===== src/rtl/mips_wb_pkg.sv =====
// Shared writeback definitions: source codes, request payload, sequencer states.
package mips_wb_pkg;

    localparam int unsigned SRC_W = 4;
    localparam int unsigned RD_W  = 5;
    localparam int unsigned CNT_W = 8;

    localparam logic [SRC_W-1:0] SRC_ALU   = 4'd0;
    localparam logic [SRC_W-1:0] SRC_SEXT1 = 4'd1;
    localparam logic [SRC_W-1:0] SRC_SHIFT = 4'd2;
    localparam logic [SRC_W-1:0] SRC_HI    = 4'd3;
    localparam logic [SRC_W-1:0] SRC_LO    = 4'd4;
    localparam logic [SRC_W-1:0] SRC_LUI   = 4'd5;
    localparam logic [SRC_W-1:0] SRC_LOAD  = 4'd6;

    typedef struct packed {
        logic [SRC_W-1:0] src;
        logic [RD_W-1:0]  rd;
    } wb_req_t;

    typedef enum logic [1:0] {
        ST_IDLE,
        ST_WAIT_MD,
        ST_WAIT_MEM,
        ST_WRITE
    } wb_state_e;

    function automatic logic src_is_legal(input logic [SRC_W-1:0] src);
        return src <= SRC_LOAD;
    endfunction

endpackage


===== src/rtl/wb_wait_timer.sv =====
// Producer wait counter: clear, load, increment, registered terminal count.
module wb_wait_timer
    import mips_wb_pkg::*;
(
    input  logic             clk,
    input  logic             reset_n,
    input  logic             clr_i,
    input  logic             load_i,
    input  logic [CNT_W-1:0] load_val_i,
    input  logic             en_i,
    input  logic [CNT_W-1:0] term_i,
    output logic             tc_o
);

    logic [CNT_W-1:0] cnt_q, cnt_d;
    logic             tc_q;

    always_comb begin
        cnt_d = cnt_q;
        if (clr_i) begin
            cnt_d = '0;
        end else if (load_i) begin
            cnt_d = load_val_i;
        end else if (en_i) begin
            cnt_d = cnt_q + CNT_W'(1);
        end
    end

    // Terminal count is precomputed from the next value so it is ready one cycle early.
    always_ff @(posedge clk or negedge reset_n) begin
        if (!reset_n) begin
            cnt_q <= '0;
            tc_q  <= 1'b0;
        end else begin
            cnt_q <= cnt_d;
            tc_q  <= (cnt_d == term_i);
        end
    end

    assign tc_o = tc_q;

endmodule


===== src/rtl/wb_sequencer.sv =====
// Register-file writeback sequencer: latches one request, waits on the
// multicycle producer if needed, then issues a single write strobe.
module wb_sequencer
    import mips_wb_pkg::*;
#(
    parameter int unsigned TIMEOUT = 64
) (
    input  logic             clk,
    input  logic             reset_n,
    input  logic             wb_req,
    input  logic [SRC_W-1:0] wb_src,
    input  logic [RD_W-1:0]  wb_rd,
    output logic             wb_ready,
    input  logic             md_busy,
    input  logic             mem_wait,
    output logic [SRC_W-1:0] src_sel,
    output logic             reg_write,
    output logic [RD_W-1:0]  reg_dst,
    output logic             wb_done,
    output logic             wb_err
);

    wb_state_e state_q, state_d;
    wb_req_t   req_q, req_d;
    logic      ready_q, ready_d;
    logic      write_q, write_d;
    logic      done_q, done_d;
    logic      err_q, err_d;
    logic      tmr_clr, tmr_en, tmr_tc;
    logic      busy;

    wb_wait_timer u_timer (
        .clk        (clk),
        .reset_n    (reset_n),
        .clr_i      (tmr_clr),
        .load_i     (1'b0),
        .load_val_i ('0),
        .en_i       (tmr_en),
        .term_i     (CNT_W'(TIMEOUT - 1)),
        .tc_o       (tmr_tc)
    );

    always_comb begin
        state_d = state_q;
        req_d   = req_q;
        write_d = 1'b0;
        done_d  = 1'b0;
        err_d   = 1'b0;
        tmr_clr = 1'b0;
        tmr_en  = 1'b0;
        busy    = (state_q == ST_WAIT_MD) ? md_busy : mem_wait;

        case (state_q)
            ST_IDLE: begin
                if (wb_req) begin
                    req_d   = '{src: wb_src, rd: wb_rd};
                    tmr_clr = 1'b1;
                    if (!src_is_legal(wb_src)) begin
                        err_d  = 1'b1;
                        done_d = 1'b1;
                    end else if (wb_src == SRC_HI || wb_src == SRC_LO) begin
                        state_d = ST_WAIT_MD;
                    end else if (wb_src == SRC_LOAD) begin
                        state_d = ST_WAIT_MEM;
                    end else begin
                        state_d = ST_WRITE;
                        write_d = (wb_rd != '0);
                        done_d  = 1'b1;
                    end
                end
            end
            // A producer going ready on the timeout edge still gets written.
            ST_WAIT_MD, ST_WAIT_MEM: begin
                if (!busy) begin
                    state_d = ST_WRITE;
                    write_d = (req_q.rd != '0);
                    done_d  = 1'b1;
                end else if (tmr_tc) begin
                    state_d = ST_IDLE;
                    err_d   = 1'b1;
                    done_d  = 1'b1;
                end else begin
                    tmr_en = 1'b1;
                end
            end
            ST_WRITE: begin
                state_d = ST_IDLE;
            end
            default: begin
                state_d = ST_IDLE;
            end
        endcase

        ready_d = (state_d == ST_IDLE);
    end

    always_ff @(posedge clk or negedge reset_n) begin
        if (!reset_n) begin
            state_q <= ST_IDLE;
            req_q   <= '0;
            ready_q <= 1'b1;
            write_q <= 1'b0;
            done_q  <= 1'b0;
            err_q   <= 1'b0;
        end else begin
            state_q <= state_d;
            req_q   <= req_d;
            ready_q <= ready_d;
            write_q <= write_d;
            done_q  <= done_d;
            err_q   <= err_d;
        end
    end

    assign wb_ready  = ready_q;
    assign src_sel   = req_q.src;
    assign reg_dst   = req_q.rd;
    assign reg_write = write_q;
    assign wb_done   = done_q;
    assign wb_err    = err_q;

endmodule


===== config.mk =====
export PLATFORM = sky130hd
export DESIGN_NAME = wb_sequencer
export DESIGN_NICKNAME = d
export VERILOG_FILES = /design/src/rtl/mips_wb_pkg.sv /design/src/rtl/wb_wait_timer.sv /design/src/rtl/wb_sequencer.sv
export SDC_FILE = /design/constraint.sdc
export NUM_CORES = 1
export LEC_CHECK = 0
export BUFFER_PORTS_ARGS = -buffer_cell sky130_fd_sc_hd__clkbuf_2
export CAP_MARGIN = 20
export CORE_ASPECT_RATIO = 0.8
export CORE_MARGIN = 3
export CORE_UTILIZATION = 50
export CTS_BUF_LIST = sky130_fd_sc_hd__clkbuf_8
export DETAILED_ROUTE_END_ITERATION = 16
export PLACE_DENSITY = 0.75
export SLEW_MARGIN = 20
export SYNTH_ARGS = -nofsm -noshare
export SYNTH_HDL_FRONTEND = slang
export SYNTH_SLANG_ARGS = --single-unit
export TNS_END_PERCENT = 1

===== constraint.sdc =====
create_clock -name clk -period 2.2 [get_ports clk]
set_input_delay 0.33 -clock clk [delete_from_list [all_inputs] [get_ports clk]]
set_output_delay 0.33 -clock clk [all_outputs]
set_load 0.01 [all_outputs]

==> impl_metrics.csv <==
group,metric,value,unit
status,status,"finished clean",
routing,drt_iter0_markers,62,
yosys,syn-cell-area,0.00131,mm²
yosys,synth-compound-area-share,0.135,
power,leakage,0.760,nW
routing,drc_errors,0,
clocking,htreeDepth,1,
sta,setup_viol,0,
clocking,clk_path_buf_depth,2,
placement,hpwl,2220,µm
yosys,yosysWarningCount,0,
sta,drv_slew,0,
yosys,syn_nets,159,
placement,placedCellCount,201,
sta,rsz0062_at_grt,"no",
finish,n_antenna_cell,0,
global_route,grt_max_degree,25,
yosys,synth_area_per_cell,9.38,µm²
yosys,synth_area_leaders,"dfrtp_1 44%, nand2_1 10%, ha_1 4.8%",
yosys,ys_seq_area_frac,0.458,
worst_setup_path,cp_common_cell,"inv_1",
global_route,globalRoute.busiestLayer,"met2",
finish,fill_cells,204,
worst_hold_path,worstHoldPathType,"input port to asynchronous set/reset pin",
worst_setup_path,cp_top_family,"multiplexers",
sta,hold_slack,0.0540,ns
clocking,clk_latency,0.26,ns
yosys,synth_top_family_by_area,"simple AND/OR/NAND/NOR gates",
floorplanning,io_pins,27,
job,maxCapViolCount,0,
yosys,synth-main-ff-cell,"dfrtp_1",
finish,drive_gt1_frac,0.295,
sta,clock.fmax,479,MHz
finish,layout_commonest_cell,"nand2_1",
yosys,ys_types,38,
worst_setup_path,slowest_delay,0.43,ns
finish,final_cell_mix,"35 x nand2_1, 26 x clkbuf_2, 23 x dfrtp_1",
worst_setup_path,crit_path_cell_trace,"inv_1 > ha_1 > mux2i_4 > buf_4 > nor4b_1 > mux2i_1 > inv_1",
global_route,met3_usage,0.0432,
yosys,synth-adder-area-share,0.0476,
worst_setup_path,cpMaxStageDelayCell,"dfrtp_1",
global_route,first_global_vias,1095,
placement,io_buffer_count,26,
yosys,synth.area.mux_share,0.0324,
floorplanning,initial_core_util,0.565,
floorplanning,placementRows,15,
global_route,track_usage,0.194,
finish,final_cells,207,
yosys,synthXorXnorAreaFrac,0.0200,
yosys,async_flop_share,1.00,
sta,setup_ws,0.111,ns
clocking,cts.sinks,24,
finish,syn2layout_area_growth,21.5,%
routing,via_per_inst,5.50,
sta,finalHoldViolCount,0,
worst_setup_path,crit_path_start_kind,"flop",
routing,routedWlPerCell,14.0,µm
worst_setup_path,cp_max_fo,6,
floorplanning,core_area,0.00233,mm²
global_route,grt_pass1_wl,5000,µm
routing,dr.pass1.iters,4,
worst_setup_path,required,2.35,ns
yosys,synthSimpleGateAreaFrac,0.267,
sta,skew,0.000800,ns
power,peakVddDrop,714,µV
yosys,synthCells,140,
global_route,grt_util_met1,0.264,
sta,max_slew_margin,0.605,
global_route,met2_usage,0.313,
floorplanning,chipWidth,63.3,µm
placement,globalplace.congestion,0.907,
worst_setup_path,crit_buf_inv,3,
sta,layout_min_cycle_time,2.09,ns
finish,nets,193,
worst_setup_path,critPathCaptureType,"flop",
clocking,clk_pin_slew,0.08,ns
yosys,synth_top_area_frac,0.438,
worst_setup_path,worstPathArrival,2.24,ns
sta,worst_pin_slew,0.593,ns
worst_setup_path,critical_path_class,"flop to flop",
routing,ant_nets,0,
clocking,hold_buffers,0,
global_route,grt_antenna_before_repair,0,
routing,drt-total-wl,2900,µm
floorplanning,die_h,51.8,µm
yosys,synth-edff-count,0,
yosys,synth_top_area_cell,"dfrtp_1",
yosys,ys_ff_latch,24,
floorplanning,dieArea,0.00328,mm²
clocking,cts_buffers,3,
routing,num_vias,1139,
global_route,overflow,0,
clocking,cts_tree,"yes",
sta,post-route-period-util,0.949,
power,power.density,1270,mW/mm²
clocking,root_buffer,"clkbuf_8",
placement,place_ws,0.0978,ns
sta,finalSetupTns,0,ns
finish,final_util,0.686,
worst reg2reg max path, delay by kind of cell, from the launching register on:
family | cells | cell delay (ns)
simple gates | 1 | 0.43
buf+inv | 3 | 0.32
flops | 1 | 0.43
fa+ha+maj | 1 | 0.23
mux | 2 | 0.56
where the power goes:
| group | internal (W) | switching, W | leakage [nW] | total, W |
|---|---|---|---|---|
| clock | 0.000243 | 0.000138 | 0.0357 | 0.000381 |
| combinational | 0.000396 | 0.000527 | 0.415 | 0.000923 |
| sequential | 0.000600 | 0.000129 | 0.310 | 0.000729 |
| total | 0.00124 | 0.000794 | 0.760 | 0.00203 |
registers in the layout, indices dropped and copies added, names as in the netlist:
name           count
u_timer.cnt_q      8
reg_dst            5
src_sel            4
state_q            2
reg_write          1
u_timer.tc_o       1
wb_done            1
wb_err             1
wb_ready           1
synthesized netlist by cell type (2+ instances only):
| library cell | instances |
|---|---|
| a21oi_1 | 7 |
| and2_1 | 2 |
| clkbuf_1 | 3 |
| dfrtp_1 | 23 |
| ha_1 | 5 |
| inv_1 | 6 |
| mux2i_1 | 2 |
| nand2_1 | 35 |
| nand3_1 | 3 |
| nand4_1 | 2 |
| nor2_1 | 7 |
| nor2b_1 | 3 |
| nor4_1 | 2 |
| nor4b_1 | 5 |
| o21a_1 | 3 |
| o21ai_0 | 5 |
| or3b_2 | 3 |
| or4_1 | 2 |
| xnor2_1 | 3 |
layer usage:
metal	routed length [µm]	part of all wire	vias to the layer above
met5	0	0	-
met4	49	0.017	0
met3	158	0.055	8
met2	1320	0.46	38
met1	1370	0.47	536
li1	-	-	557
area by class of cell:
cell class | instances | area [µm²] | area share
multi-input cells | 105 | 668 | 0.418
flip-flops and latches | 24 | 602 | 0.377
repair buffers | 34 | 190 | 0.119
well taps | 34 | 42.5 | 0.0266
clock buffers | 3 | 41.3 | 0.0259
clock inverters | 1 | 30.0 | 0.0188
inverters | 6 | 22.5 | 0.0141
metrics by stage:
step | power (W) | instance area [µm²]
floorplan | 0.00131 | 1310
global placement | 0.00159 | 1500
detailed placement | 0.00163 | 1500
CTS | 0.00201 | 1570
global route | 0.00220 | 1600
finish | 0.00203 | 1600
cell families after synthesis:
family | after synthesis
xor gates and xnor gates | 3
buffers and inverters | 11
AOI/OAI and AO/OA | 25
DFF | 24
adders and majority gates | 5
and+or+nand+nor | 69
muxes | 3
path summary, 6_finish.rpt:
path                            startpoint                to  slack [ns]  depth (start not counted)
worst max-delay path            state_q[1]  u_timer.cnt_q[5]        0.11                          7
worst min-delay path               reset_n  u_timer.cnt_q[1]        0.05                          1
worst max register to register  state_q[1]  u_timer.cnt_q[5]        0.11                          7
worst min register to register  src_sel[2]        src_sel[2]        0.49                          2
max in group asynchronous          reset_n        reg_dst[0]        1.76                          1
min in group clk                  wb_rd[0]        reg_dst[0]        0.26                          3
repair_timing:
action,in CTS,in global routing
setup buffers,0,2
setup endpoints to repair,0,1
gates resized for setup,0,2
No activity file was read; power rests on OpenSTA's default activity.
